## config.mk

```make
export PLATFORM = sky130hd
export DESIGN_NAME = cook_sequencer_flat
export DESIGN_NICKNAME = d
export VERILOG_FILES = /design/src/rtl/micro_pkg.sv /design/src/rtl/cook_sequencer_if.sv /design/src/rtl/bcd_mmss_dec.sv /design/src/rtl/cook_sequencer.sv /design/src/flat_wrapper.sv
export SDC_FILE = /design/constraint.sdc
export NUM_CORES = 1
export LEC_CHECK = 0
export ABC_AREA = 1
export ABC_CLOCK_PERIOD_IN_PS = 5500
export BUFFER_PORTS_ARGS = -buffer_cell sky130_fd_sc_hd__buf_2
export CORE_UTILIZATION = 55
export DETAILED_ROUTE_END_ITERATION = 10
export PLACE_DENSITY = 0.7
export SLEW_MARGIN = 25
export SYNTH_ARGS = -nofsm -noshare
export SYNTH_HDL_FRONTEND = slang
export SYNTH_SLANG_ARGS = --single-unit
```

## constraint.sdc

```tcl
create_clock -name clk -period 5.5 [get_ports clk]
set_input_delay 0.55 -clock clk [delete_from_list [all_inputs] [get_ports clk]]
set_output_delay 0.55 -clock clk [all_outputs]
set_load 0.02 [all_outputs]
```

## src/rtl/micro_pkg.sv

```systemverilog
// Shared types and BCD constants for the microwave cook controller.
package micro_pkg;

    // Controller states; encodings 5..7 are unused and recover to IDLE.
    typedef enum logic [2:0] {
        IDLE  = 3'd0,
        ENTRY = 3'd1,
        COOK  = 3'd2,
        PAUSE = 3'd3,
        DONE  = 3'd4
    } state_t;

    localparam logic [15:0] ZERO_TIME      = 16'h0000;
    localparam logic [15:0] MAX_TIME       = 16'h9959;
    // Seconds digits reload to 5/9 when a borrow passes through them.
    localparam logic [3:0]  SEC_TENS_WRAP  = 4'h5;
    localparam logic [3:0]  SEC_UNITS_WRAP = 4'h9;

endpackage

```

## src/rtl/cook_sequencer_if.sv

```systemverilog
// Operator-panel bundle between the keypad/door side and the cook controller.
interface cook_sequencer_if;

    logic        start;
    logic        stop;
    logic        clear;
    logic        door_closed;
    logic        digit_valid;
    logic [3:0]  digit;
    logic        magnetron_en;
    logic [15:0] time_bcd;
    logic        busy;
    logic        done_beep;
    logic [2:0]  state_o;

    modport master (
        output start, stop, clear, door_closed, digit_valid, digit,
        input  magnetron_en, time_bcd, busy, done_beep, state_o
    );

    modport slave (
        input  start, stop, clear, door_closed, digit_valid, digit,
        output magnetron_en, time_bcd, busy, done_beep, state_o
    );

endinterface

```

## src/rtl/bcd_mmss_dec.sv

```systemverilog
// Combinational BCD MM:SS minus one second. Seconds borrow from minutes,
// 00 seconds becomes 59. Result for 00:00 is meaningless; never applied there.
module bcd_mmss_dec
    import micro_pkg::*;
(
    input  logic [15:0] time_in,
    output logic [15:0] time_out
);

    // Ripple the borrow from seconds units up through the minute digits.
    always_comb begin
        time_out = time_in;
        if (time_in[3:0] != 4'd0) begin
            time_out[3:0] = time_in[3:0] - 4'd1;
        end else begin
            time_out[3:0] = SEC_UNITS_WRAP;
            if (time_in[7:4] != 4'd0) begin
                time_out[7:4] = time_in[7:4] - 4'd1;
            end else begin
                time_out[7:4] = SEC_TENS_WRAP;
                if (time_in[11:8] != 4'd0) begin
                    time_out[11:8] = time_in[11:8] - 4'd1;
                end else begin
                    time_out[11:8]  = 4'h9;
                    time_out[15:12] = time_in[15:12] - 4'd1;
                end
            end
        end
    end

endmodule

```

## src/rtl/cook_sequencer.sv

```systemverilog
// Microwave cook controller: keypad MM:SS entry, one-second countdown,
// door-interlocked magnetron drive and a timed completion beep.
module cook_sequencer
    import micro_pkg::*;
#(
    parameter int TICKS_PER_SEC = 50_000_000,
    parameter int BEEP_CYCLES   = 25_000_000
) (
    input  logic             clk,
    input  logic             rst,
    cook_sequencer_if.slave  bus
);

    localparam int PW = $clog2(TICKS_PER_SEC);
    localparam int BW = (BEEP_CYCLES > 1) ? $clog2(BEEP_CYCLES) : 1;
    localparam logic [PW-1:0] PRESC_LAST = PW'(TICKS_PER_SEC - 1);
    // DONE lasts while the counter walks BEEP_CYCLES-1 down to 0.
    localparam logic [BW-1:0] BEEP_LOAD  = BW'(BEEP_CYCLES - 1);

    state_t        state, state_nxt;
    logic [15:0]   time_q, time_nxt;
    logic [PW-1:0] presc, presc_nxt;
    logic [BW-1:0] beep_cnt, beep_nxt;
    logic [15:0]   time_dec;
    logic [15:0]   time_norm;
    logic          digit_ok;

    bcd_mmss_dec u_dec (
        .time_in  (time_q),
        .time_out (time_dec)
    );

    assign digit_ok = bus.digit_valid && (bus.digit <= 4'd9);

    // Fold entered seconds above 59 into the minutes; saturate at 99:59.
    always_comb begin
        time_norm = time_q;
        if (time_q[7:4] > SEC_TENS_WRAP) begin
            time_norm[7:4] = time_q[7:4] - 4'd6;
            if (time_q[11:8] == 4'd9) begin
                time_norm[11:8] = 4'd0;
                if (time_q[15:12] == 4'd9) begin
                    time_norm = MAX_TIME;
                end else begin
                    time_norm[15:12] = time_q[15:12] + 4'd1;
                end
            end else begin
                time_norm[11:8] = time_q[11:8] + 4'd1;
            end
        end
    end

    // Register state, time, prescaler and beep counter.
    always_ff @(posedge clk) begin
        if (rst) begin
            state    <= IDLE;
            time_q   <= ZERO_TIME;
            presc    <= '0;
            beep_cnt <= '0;
        end else begin
            state    <= state_nxt;
            time_q   <= time_nxt;
            presc    <= presc_nxt;
            beep_cnt <= beep_nxt;
        end
    end

    // Next-state logic; clear > stop > door open > start > digit > tick.
    always_comb begin
        state_nxt = state;
        time_nxt  = time_q;
        presc_nxt = presc;
        beep_nxt  = beep_cnt;
        case (state)
            IDLE: begin
                time_nxt = ZERO_TIME;
                if (!bus.clear && !bus.stop && digit_ok) begin
                    time_nxt  = {time_q[11:0], bus.digit};
                    state_nxt = ENTRY;
                end
            end
            ENTRY: begin
                if (bus.clear || bus.stop) begin
                    time_nxt  = ZERO_TIME;
                    state_nxt = IDLE;
                end else if (bus.start && bus.door_closed && time_q != ZERO_TIME) begin
                    time_nxt  = time_norm;
                    presc_nxt = '0;
                    state_nxt = COOK;
                end else if (digit_ok && time_q[15:12] == 4'd0) begin
                    time_nxt = {time_q[11:0], bus.digit};
                end
            end
            COOK: begin
                if (bus.clear) begin
                    time_nxt  = ZERO_TIME;
                    state_nxt = IDLE;
                end else if (bus.stop || !bus.door_closed) begin
                    presc_nxt = '0;
                    state_nxt = PAUSE;
                end else if (presc == PRESC_LAST) begin
                    presc_nxt = '0;
                    time_nxt  = time_dec;
                    if (time_dec == ZERO_TIME) begin
                        beep_nxt  = BEEP_LOAD;
                        state_nxt = DONE;
                    end
                end else begin
                    presc_nxt = presc + 1'b1;
                end
            end
            PAUSE: begin
                if (bus.clear || bus.stop) begin
                    time_nxt  = ZERO_TIME;
                    state_nxt = IDLE;
                end else if (bus.start && bus.door_closed) begin
                    presc_nxt = '0;
                    state_nxt = COOK;
                end
            end
            DONE: begin
                time_nxt = ZERO_TIME;
                if (bus.clear || bus.stop || !bus.door_closed || beep_cnt == '0) begin
                    beep_nxt  = '0;
                    state_nxt = IDLE;
                end else begin
                    beep_nxt = beep_cnt - 1'b1;
                end
            end
            default: begin
                time_nxt  = ZERO_TIME;
                presc_nxt = '0;
                beep_nxt  = '0;
                state_nxt = IDLE;
            end
        endcase
    end

    // Door opening must kill the magnetron without waiting for a clock edge.
    assign bus.magnetron_en = (state == COOK) && bus.door_closed;
    assign bus.busy         = (state == COOK) || (state == PAUSE);
    assign bus.done_beep    = (state == DONE);
    assign bus.time_bcd     = time_q;
    assign bus.state_o      = state;

endmodule

```

## src/flat_wrapper.sv

```systemverilog
// flat-port wrapper written by rule: the top's interface ports become plain ports
module cook_sequencer_flat import micro_pkg::*;
#(
    parameter int TICKS_PER_SEC = 50_000_000,
    parameter int BEEP_CYCLES   = 25_000_000
)
  (clk, rst, bus_start, bus_stop, bus_clear, bus_door_closed, bus_digit_valid, bus_digit, bus_magnetron_en, bus_time_bcd, bus_busy, bus_done_beep, bus_state_o);
  cook_sequencer_if bus_i ();
  input  logic clk;
  input  logic rst;
  input wire logic [$bits(bus_i.start)-1:0] bus_start;
  input wire logic [$bits(bus_i.stop)-1:0] bus_stop;
  input wire logic [$bits(bus_i.clear)-1:0] bus_clear;
  input wire logic [$bits(bus_i.door_closed)-1:0] bus_door_closed;
  input wire logic [$bits(bus_i.digit_valid)-1:0] bus_digit_valid;
  input wire logic [$bits(bus_i.digit)-1:0] bus_digit;
  output wire logic [$bits(bus_i.magnetron_en)-1:0] bus_magnetron_en;
  output wire logic [$bits(bus_i.time_bcd)-1:0] bus_time_bcd;
  output wire logic [$bits(bus_i.busy)-1:0] bus_busy;
  output wire logic [$bits(bus_i.done_beep)-1:0] bus_done_beep;
  output wire logic [$bits(bus_i.state_o)-1:0] bus_state_o;
  assign bus_i.start = bus_start;
  assign bus_i.stop = bus_stop;
  assign bus_i.clear = bus_clear;
  assign bus_i.door_closed = bus_door_closed;
  assign bus_i.digit_valid = bus_digit_valid;
  assign bus_i.digit = bus_digit;
  assign bus_magnetron_en = bus_i.magnetron_en;
  assign bus_time_bcd = bus_i.time_bcd;
  assign bus_busy = bus_i.busy;
  assign bus_done_beep = bus_i.done_beep;
  assign bus_state_o = bus_i.state_o;
  cook_sequencer #(.TICKS_PER_SEC(TICKS_PER_SEC), .BEEP_CYCLES(BEEP_CYCLES)) u_core (.clk(clk), .rst(rst), .bus(bus_i));
endmodule
```

==> results of run 1 <==
==> worst min-delay path, delay by kind of cell, from the launching register on <==
kind / cells / cell delay (ps)
AO/OA/AOI/OAI: 1 / 50
buffers and inverters: 1 / 50
flip-flops: 1 / 330
==> where the power goes <==
part	switching, mW	internal, mW
Combinational	0.798	0.382
Clock	0.206	0.253
Sequential	0.0815	0.573
Total	1.09	1.21
==> cells by family after synthesis <==
logic type,after synthesis,share of synthesized area
buffers and inverters,120,0.101
DFF,70,0.286
AOI/OAI and AO/OA,136,0.153
and+or+nand+nor,431,0.386
adders and majority gates,12,0.0307
xor gates and xnor gates,24,0.0430
==> state kept, by name (all words and copies together) (netlist names) <==
register,cells
u_core.bus.time_bcd,16
u_core.beep_cnt,25
u_core.bus.state_o,3
u_core.presc,26
==> metrics by stage <==
stage | instances | util | cell area, um2
2_1_floorplan | 793 | - | 4890
3_3_place_gp | 912 | 0.584 | 5060
3_5_place_dp | 912 | 0.584 | 5060
4_1_cts | 927 | 0.608 | 5280
5_1_grt | 927 | 0.608 | 5280
6_report | 927 | 0.608 | 5280
==> cell type report <==
cell class | instances | share of cell area
clock buffer | 9 | 0.0235
clock inverter | 6 | 0.0164
inverter | 99 | 0.0704
multi-input combinational | 603 | 0.568
sequential | 70 | 0.266
tap | 108 | 0.0256
timing repair buffer | 32 | 0.0304
==> per-layer routing <==
metal / wire, um / track usage
met1: 6060 / 0.397
met3: 895 / 0.0545
met4: 130 / 0.0699
met5: 0 / 0
met2: 5880 / 0.464
==> synthesized netlist by cell type (4+ instances only) <==
library cell,n
nor2_2,7
o211ai_1,4
nor3_1,19
o21ai_0,49
o21ai_1,4
nand3_1,79
xor2_1,17
dfxtp_1,70
buf_6,4
buf_2,9
nand2_1,174
nand2_2,5
ha_1,12
nor2_1,116
inv_1,94
a21oi_1,60
nand3b_1,4
nand4_1,11
xnor2_1,7
clkbuf_1,5
inv_2,5
or2_2,4
==> worst max path at each step <==
| stage | depth (start not counted) | end |
|---|---|---|
| 2_1_floorplan | 12 | u_core.presc[14]$_SDFFE_PP0P_ |
| 3_3_place_gp | 11 | u_core.bus.time_bcd[6]$_SDFFE_PP0P_ |
| 3_5_place_dp | 11 | u_core.bus.time_bcd[9]$_SDFFE_PP0P_ |
| 4_1_cts | 11 | u_core.bus.time_bcd[9]$_SDFFE_PP0P_ |
| 5_1_grt | 11 | u_core.bus.time_bcd[5]$_SDFFE_PP0P_ |
| 6_report | 11 | u_core.bus.time_bcd[9]$_SDFFE_PP0P_ |
==> run summary, run 1 <==
dpl hpwl: 9.57 mm
Reg2Reg Launch Point: u_core.bus.state_o[2]$_SDFFE_PP0P_
worst path bufs/invs: 3
Final ANT Viol Nets: 0
Setup crit start: u_core.bus.state_o[2]$_SDFFE_PP0P_
hold_ws: 482 ps
CTS resizes: 0
Initial Utilization: 0.564
total grt overflow: 0
Worst EP required: 5770 ps
Yosys cell types: 45
syn nets: 816
most used cell, CP: nand2_1
Worst R2R End: u_core.bus.time_bcd[9]$_SDFFE_PP0P_
most common cell after layout, fill and taps aside: nand2_1
width of the die: 96.3 um
register area: 1400 um2
crit end category: flip-flop
Setup Fix Bufs, Post-CTS: 0
largest area contributor in the netlist: dfxtp_1
max-cap viol count: 0
# rows: 34
WHS Path Cells: 2
Synth warnings: 0
slowest cell on the critical path: nor2_1
Worst setup SP type: flip-flop
Pwr per Cell Area: 435 nW/um2
Hold Buf Count CTS: 0
initial antenna violation count: 0
status: complete, no violations
clock slew at reported path FFs: 80 ps
Worst Hold End: u_core.presc[4]$_SDFFE_PP0P_
Least-Margin Pin Slew: 866 ps
share of layout cells above drive strength 1: 0.0965
skew final: 7.87 ps
CTS Buf Count: 9
first-pass GRT wire length: 20.9 mm
CTS HTree Levels: 3
Overall Global Routing Usage: 0.289
CTS Root Cell: clkbuf_8
Mapped Area: 4890 um2
Slew Limit Fails: 0
drt pass-1 iters: 5
Seq/Total Area, Yosys: 0.286
Final Wtd Congestion: 0.937
diode count: 0
Clock Sinks: 70
DIE AREA: 9280 um2
area grow syn2layout: 7.80%
number of synthesized flops with an enable pin: 0
Setup Total Neg Slack: 0 ps
# fillers: 865
most frequent cells in the layout: 174 x nand2_1, 116 x nor2_1, 94 x inv_1
Die Y: 96.3 um
crit path cell chain: inv_2, nand3_1, nor2_1, o21ai_0, nand2_1, inv_1, nand2_1, nor2_2, inv_1, nand2_1, a21oi_1
Max clock buf depth: 2
Max-slew headroom: 0.421
slowest stage delay, CP: 800 ps
min Tclk post-route: 3270 ps
WL final: 13.0 mm
Via density: 5.65
CTS tree: done
Pwr Total: 2.29 mW
IO Pins: 33
final hold violation count: 0
Clock Latency Late Sink: 350 ps
Port Buffers: 32
Post-synth top flop: dfxtp_1
Nets: 838
Worst Hold Launch: u_core.presc[4]$_SDFFE_PP0P_
FF-to-FF setup slack: 2230 ps
final worst slack: 2230 ps
Routed WL per cell: 14.0 um
via count: 5,233
number of global-route vias before repair: 4,471
Multi-input gate area: 3000 um2
DRC viols: 0
Synth area leaders: dfxtp_1 29%, nand2_1 13%, nor2_1 8.9%, nand3_1 8.1%, inv_1 7.2%
max frequency: 0.306 GHz
worst min-delay path category: flip-flop to flip-flop
RSZ-0062 raised after global routing: false
fin crit share: 0.594
Critical Path AT: 3540 ps
Crit path max-delay family: simple AND/OR/NAND/NOR gates
Synth top area share: 0.286
critical path class: flip-flop to flip-flop
Avg Inst Size Synth: 6.17 um2
Peak supply drop: 0.166 mV
Post-Syn Instances: 793
pre-CTS setup slack: 2290 ps
Seq cells post-synth: 70
CP max FO: 27
cell leakage power: 2.32 nW
worst reg2reg path depth: 11
ys async rst share: 0
final number of setup-violating endpoints: 0
pin count of the biggest net entering global routing: 32
DR iter-0 viols: 372
Core Box Area: 8680 um2
Note: power is estimated with default switching activity, not from simulation.
==> run 2: changes to the inputs <==
--- a/config.mk
+++ b/config.mk
@@ -6,11 +6,11 @@
 export NUM_CORES = 1
 export LEC_CHECK = 0
 export ABC_AREA = 1
-export ABC_CLOCK_PERIOD_IN_PS = 5500
+export ABC_CLOCK_PERIOD_IN_PS = 2750
 export BUFFER_PORTS_ARGS = -buffer_cell sky130_fd_sc_hd__buf_2
 export CORE_UTILIZATION = 55
 export DETAILED_ROUTE_END_ITERATION = 10
-export PLACE_DENSITY = 0.7
+export PLACE_DENSITY = 0.72
 export SLEW_MARGIN = 25
 export SYNTH_ARGS = -nofsm -noshare
 export SYNTH_HDL_FRONTEND = slang
==> constraint.sdc (replaced) <==
create_clock -name clk -period 2.75 [get_ports clk]
set_input_delay 0.275 -clock clk [delete_from_list [all_inputs] [get_ports clk]]
set_output_delay 0.275 -clock clk [all_outputs]
set_load 0.02 [all_outputs]
==> run summary, run 2 (synthesis results as in run 1) <==
Routed WL per cell: 13.9 um
pin count of the biggest net entering global routing: 32
Least-Margin Pin Slew: 659 ps
Via density: 5.59
Max-slew headroom: 0.561
post-route cell area: 5310 um2
Max clock buf depth: 2
pre-CTS setup slack: 269 ps
dpl hpwl: 9.60 mm
diode count: 0
clock slew at reported path FFs: 90 ps
Slew Limit Fails: 0
DRC viols: 0
Port Buffers: 32
width of the die: 96.3 um
number of global-route vias before repair: 4,485
worst min-delay path category: input port to flip-flop
final hold violation count: 0
Setup Total Neg Slack: 0 ps
most common cell after layout, fill and taps aside: nand2_1
# fillers: 878
first-pass GRT wire length: 20.8 mm
Final Wtd Congestion: 0.969
fin crit share: 0.910
register area: 1400 um2
min Tclk post-route: 2500 ps
CP max FO: 19
CTS Buf Count: 9
CTS Root Cell: clkbuf_8
Setup Fix Bufs, Post-CTS: 0
CTS HTree Levels: 3
Worst setup SP type: flip-flop
Worst EP required: 2970 ps
Clock Sinks: 70
Multi-input gate area: 3000 um2
WL final: 13.0 mm
max frequency: 0.400 GHz
final worst slack: 247 ps
area grow syn2layout: 8.57%
critical path class: flip-flop to flip-flop
via count: 5,230
Final ANT Viol Nets: 0
largest register by flop count: u_core.presc
final number of setup-violating endpoints: 0
CTS tree: done
IO Pins: 33
Core Box Area: 8680 um2
skew final: 15.6 ps
Nets: 847
Cells after DPL: 921
cell area after placement: 5130 um2
max-cap viol count: 0
initial antenna violation count: 0
Die Y: 96.3 um
DIE AREA: 9280 um2
Layout Utilization: 0.612
max FFs per register: 26
most frequent cells in the layout: 174 x nand2_1, 116 x nor2_1, 94 x inv_1
Clock Latency Late Sink: 350 ps
share of layout cells above drive strength 1: 0.106
Final Non-Filler Cells: 936
status: complete, no violations
Critical Path AT: 2720 ps
Peak supply drop: 0.387 mV
RSZ-0062 raised after global routing: false
crit end category: flip-flop
Pwr per Cell Area: 849 nW/um2
# rows: 34
Initial Utilization: 0.564
cell leakage power: 2.34 nW
drt pass-1 iters: 5
Overall Global Routing Usage: 0.289
DR iter-0 viols: 336
total grt overflow: 0
worst reg2reg path depth: 12
WHS Path Cells: 5
run 2: changes by cell type in the layout (fill, tap and decap cells not counted):
cell / change
bufinv_16: -2
clkbuf_8: +1
buf_4: +9
o21bai_4: +1
clkinv_4: +1
o21bai_2: -1
run 2: worst max-delay path, cell delays in order, from the launching register on:
cell and delay (ps):
dfxtp_1 500, inv_1 120, ha_1 270, nand2_1 130
inv_1 110, nand3_2 120, nand2_2 110, nand2_1 100
nand2_2 240, nor2_1 230, inv_1 90, o21ai_1 240
a2bb2oi_1 110
run 2: repair_timing:
| item | CTS | global route |
|---|---|---|
| resized for setup | 0 | 1 |
| hold endpoints to repair | 0 | 0 |
| hold buffers | 0 | 0 |
| endpoints found under the setup margin | 0 | 1 |
run 2: path summary, 6_finish.rpt:
| check | startpoint | end | slack [ps] |
|---|---|---|---|
| min reg2reg | u_core.presc[14]$_SDFFE_PP0P_ | u_core.presc[14]$_SDFFE_PP0P_ | 490 |
| max reg2reg | u_core.bus.time_bcd[8]$_SDFFE_PP0P_ | u_core.presc[12]$_SDFFE_PP0P_ | 250 |
| max | u_core.bus.time_bcd[8]$_SDFFE_PP0P_ | u_core.presc[12]$_SDFFE_PP0P_ | 250 |
| min | bus_digit[2] | u_core.bus.time_bcd[2]$_SDFFE_PP0P_ | 320 |
run 2: layout make-up:
type / instances / share of cell area
multi-input cells: 603 / 0.565
flip-flops and latches: 70 / 0.264
inverters: 99 / 0.0699
repair buffers: 41 / 0.0429
clock buffers: 10 / 0.0259
well taps: 108 / 0.0254
clock inverters: 5 / 0.00659
run 2: power by group:
part           internal (mW)  switching, mW
Combinational          0.802           1.62
Clock                  0.349          0.424
Sequential              1.15          0.170
Total                   2.30           2.21
run 2: metal layers:
layer	GRT usage	routed length [um]
met1	0.392	6040
met2	0.463	5880
met3	0.0506	888
met4	0.0944	170
met5	0	0
run 2: through the flow:
stage | hold WS [ps] | total power [mW]
finish | 319 | 4.51
global route | 333 | 4.89
CTS | 313 | 4.49
detailed placement | 478 | 3.71
global placement | 464 | 3.65
floorplan | 450 | 3.19
==> run 3: changes to the inputs <==
--- a/config.mk
+++ b/config.mk
@@ -11,6 +11,7 @@
 export CORE_UTILIZATION = 55
 export DETAILED_ROUTE_END_ITERATION = 10
 export PLACE_DENSITY = 0.72
+export REMOVE_ABC_BUFFERS = 1
 export SLEW_MARGIN = 25
 export SYNTH_ARGS = -nofsm -noshare
 export SYNTH_HDL_FRONTEND = slang
==> run summary, run 3 (synthesis results as in run 1) <==
status: complete, no violations
CTS HTree Levels: 3
width of the die: 96.3 um
dpl hpwl: 9.77 mm
Clock Sinks: 70
crit path cell chain: inv_1, ha_1, nand2_1, inv_1, nand3_2, nand2_2, nand2_1, nand2_2, buf_4, inv_2, nand3_1, o21ai_0, a21oi_1
area grow syn2layout: 10.2%
most frequent cells in the layout: 174 x nand2_1, 116 x nor2_1, 94 x inv_1
Pwr per Cell Area: 874 nW/um2
fin crit share: 0.926
cell area after placement: 5150 um2
pin count of the biggest net entering global routing: 32
Core Box Area: 8680 um2
Worst setup SP type: flip-flop
final number of setup-violating endpoints: 0
Least-Margin Pin Slew: 662 ps
clock slew at reported path FFs: 80 ps
Critical Path AT: 2790 ps
post-route cell area: 5390 um2
most common cell after layout, fill and taps aside: nand2_1
DRC viols: 0
Port Buffers: 32
Final Wtd Congestion: 0.921
Slew Limit Fails: 0
Multi-input gate area: 3010 um2
Die Y: 96.3 um
Worst EP required: 3000 ps
share of layout cells above drive strength 1: 0.109
cell leakage power: 2.38 nW
Max clock buf depth: 2
DR iter-0 viols: 366
Clock Latency Late Sink: 350 ps
Peak supply drop: 0.343 mV
IO Pins: 33
WL final: 13.1 mm
diode count: 0
CTS Root Cell: clkbuf_8
slowest stage delay, CP: 510 ps
worst min-delay path category: input port to flip-flop
initial antenna violation count: 0
Nets: 850
Final ANT Viol Nets: 0
largest register by flop count: u_core.presc
min Tclk post-route: 2550 ps
critical path class: flip-flop to flip-flop
RSZ-0062 raised after global routing: false
CTS tree: done
Setup Total Neg Slack: 0 ps
Routed WL per cell: 14.0 um
via count: 5,229
DIE AREA: 9280 um2
crit end category: flip-flop
Via density: 5.56
Setup Fix Bufs, Post-CTS: 0
# fillers: 862
Initial Utilization: 0.564
final hold violation count: 0
skew final: 14.1 ps
max-cap viol count: 0
drt pass-1 iters: 5
Overall Global Routing Usage: 0.291
max frequency: 0.393 GHz
CP max FO: 13
max FFs per register: 26
CTS Buf Count: 9
first-pass GRT wire length: 21.0 mm
total grt overflow: 0
number of global-route vias before repair: 4,653
register area: 1400 um2
# rows: 34
Max-slew headroom: 0.559
slowest cell on the critical path: dfxtp_1
## run 3: cell count changes in the layout (fill, tap and decap cells not counted), sizes merged
cell,delta
bufinv,+2
clkinv,-1
buf,+3
## run 3: layout make-up
type                    instances  share of cell area
repair buffers                 44              0.0464
inverters                      99              0.0689
flip-flops and latches         70               0.260
clock buffers                  10              0.0237
clock inverters                 6              0.0174
multi-input cells             603               0.559
well taps                     108              0.0251
## run 3: final timing paths
check | startpoint | endpoint | slack, ps | depth (start not counted)
worst min register to register | u_core.beep_cnt[23]$_SDFFE_PP0P_ | u_core.beep_cnt[23]$_SDFFE_PP0P_ | 490 | 2
worst min-delay path | bus_digit[1] | u_core.bus.time_bcd[1]$_SDFFE_PP0P_ | 350 | 5
worst max register to register | u_core.bus.time_bcd[9]$_SDFFE_PP0P_ | u_core.presc[5]$_SDFFE_PP0P_ | 200 | 13
worst max-delay path | u_core.bus.time_bcd[9]$_SDFFE_PP0P_ | u_core.presc[5]$_SDFFE_PP0P_ | 200 | 13
## run 3: timing repair
item                                    4_1_cts  5_1_grt
hold buffers                                  0        0
resized for setup                             0        3
endpoints found under the setup margin        0       11
## run 3: metal layers
metal / vias to the layer above / GRT usage / share of wire
met5: - / 0 / 0
met3: 16 / 0.0561 / 0.055
met1: 2417 / 0.378 / 0.45
met2: 149 / 0.489 / 0.48
li1: 2647 / - / -
met4: 0 / 0.0833 / 0.012
## run 3: critical path: cells and delay by family, from the launching register on
| family | cells | cell delay, ps |
|---|---|---|
| adders and majority gates | 1 | 260 |
| DFF | 1 | 510 |
| buffers and inverters | 4 | 640 |
| AOI/OAI and AO/OA | 2 | 250 |
| and+or+nand+nor | 6 | 760 |
## run 3: report_power, final
group          internal (mW)  total [mW]  switching (mW)
clock                  0.517       0.935           0.418
sequential              1.15        1.31           0.160
combinational          0.825        2.47            1.64
## run 3: through the flow
stage	worst slack (ps)	total power [mW]	hold slack, ps	util	instances
finish	203	4.71	347	0.622	940
global route	3.39	5.11	391	0.622	940
CTS	208	4.69	340	0.620	940
detailed placement	252	3.74	471	0.594	924
global placement	309	3.68	460	0.594	924
floorplan	273	3.11	344	-	772
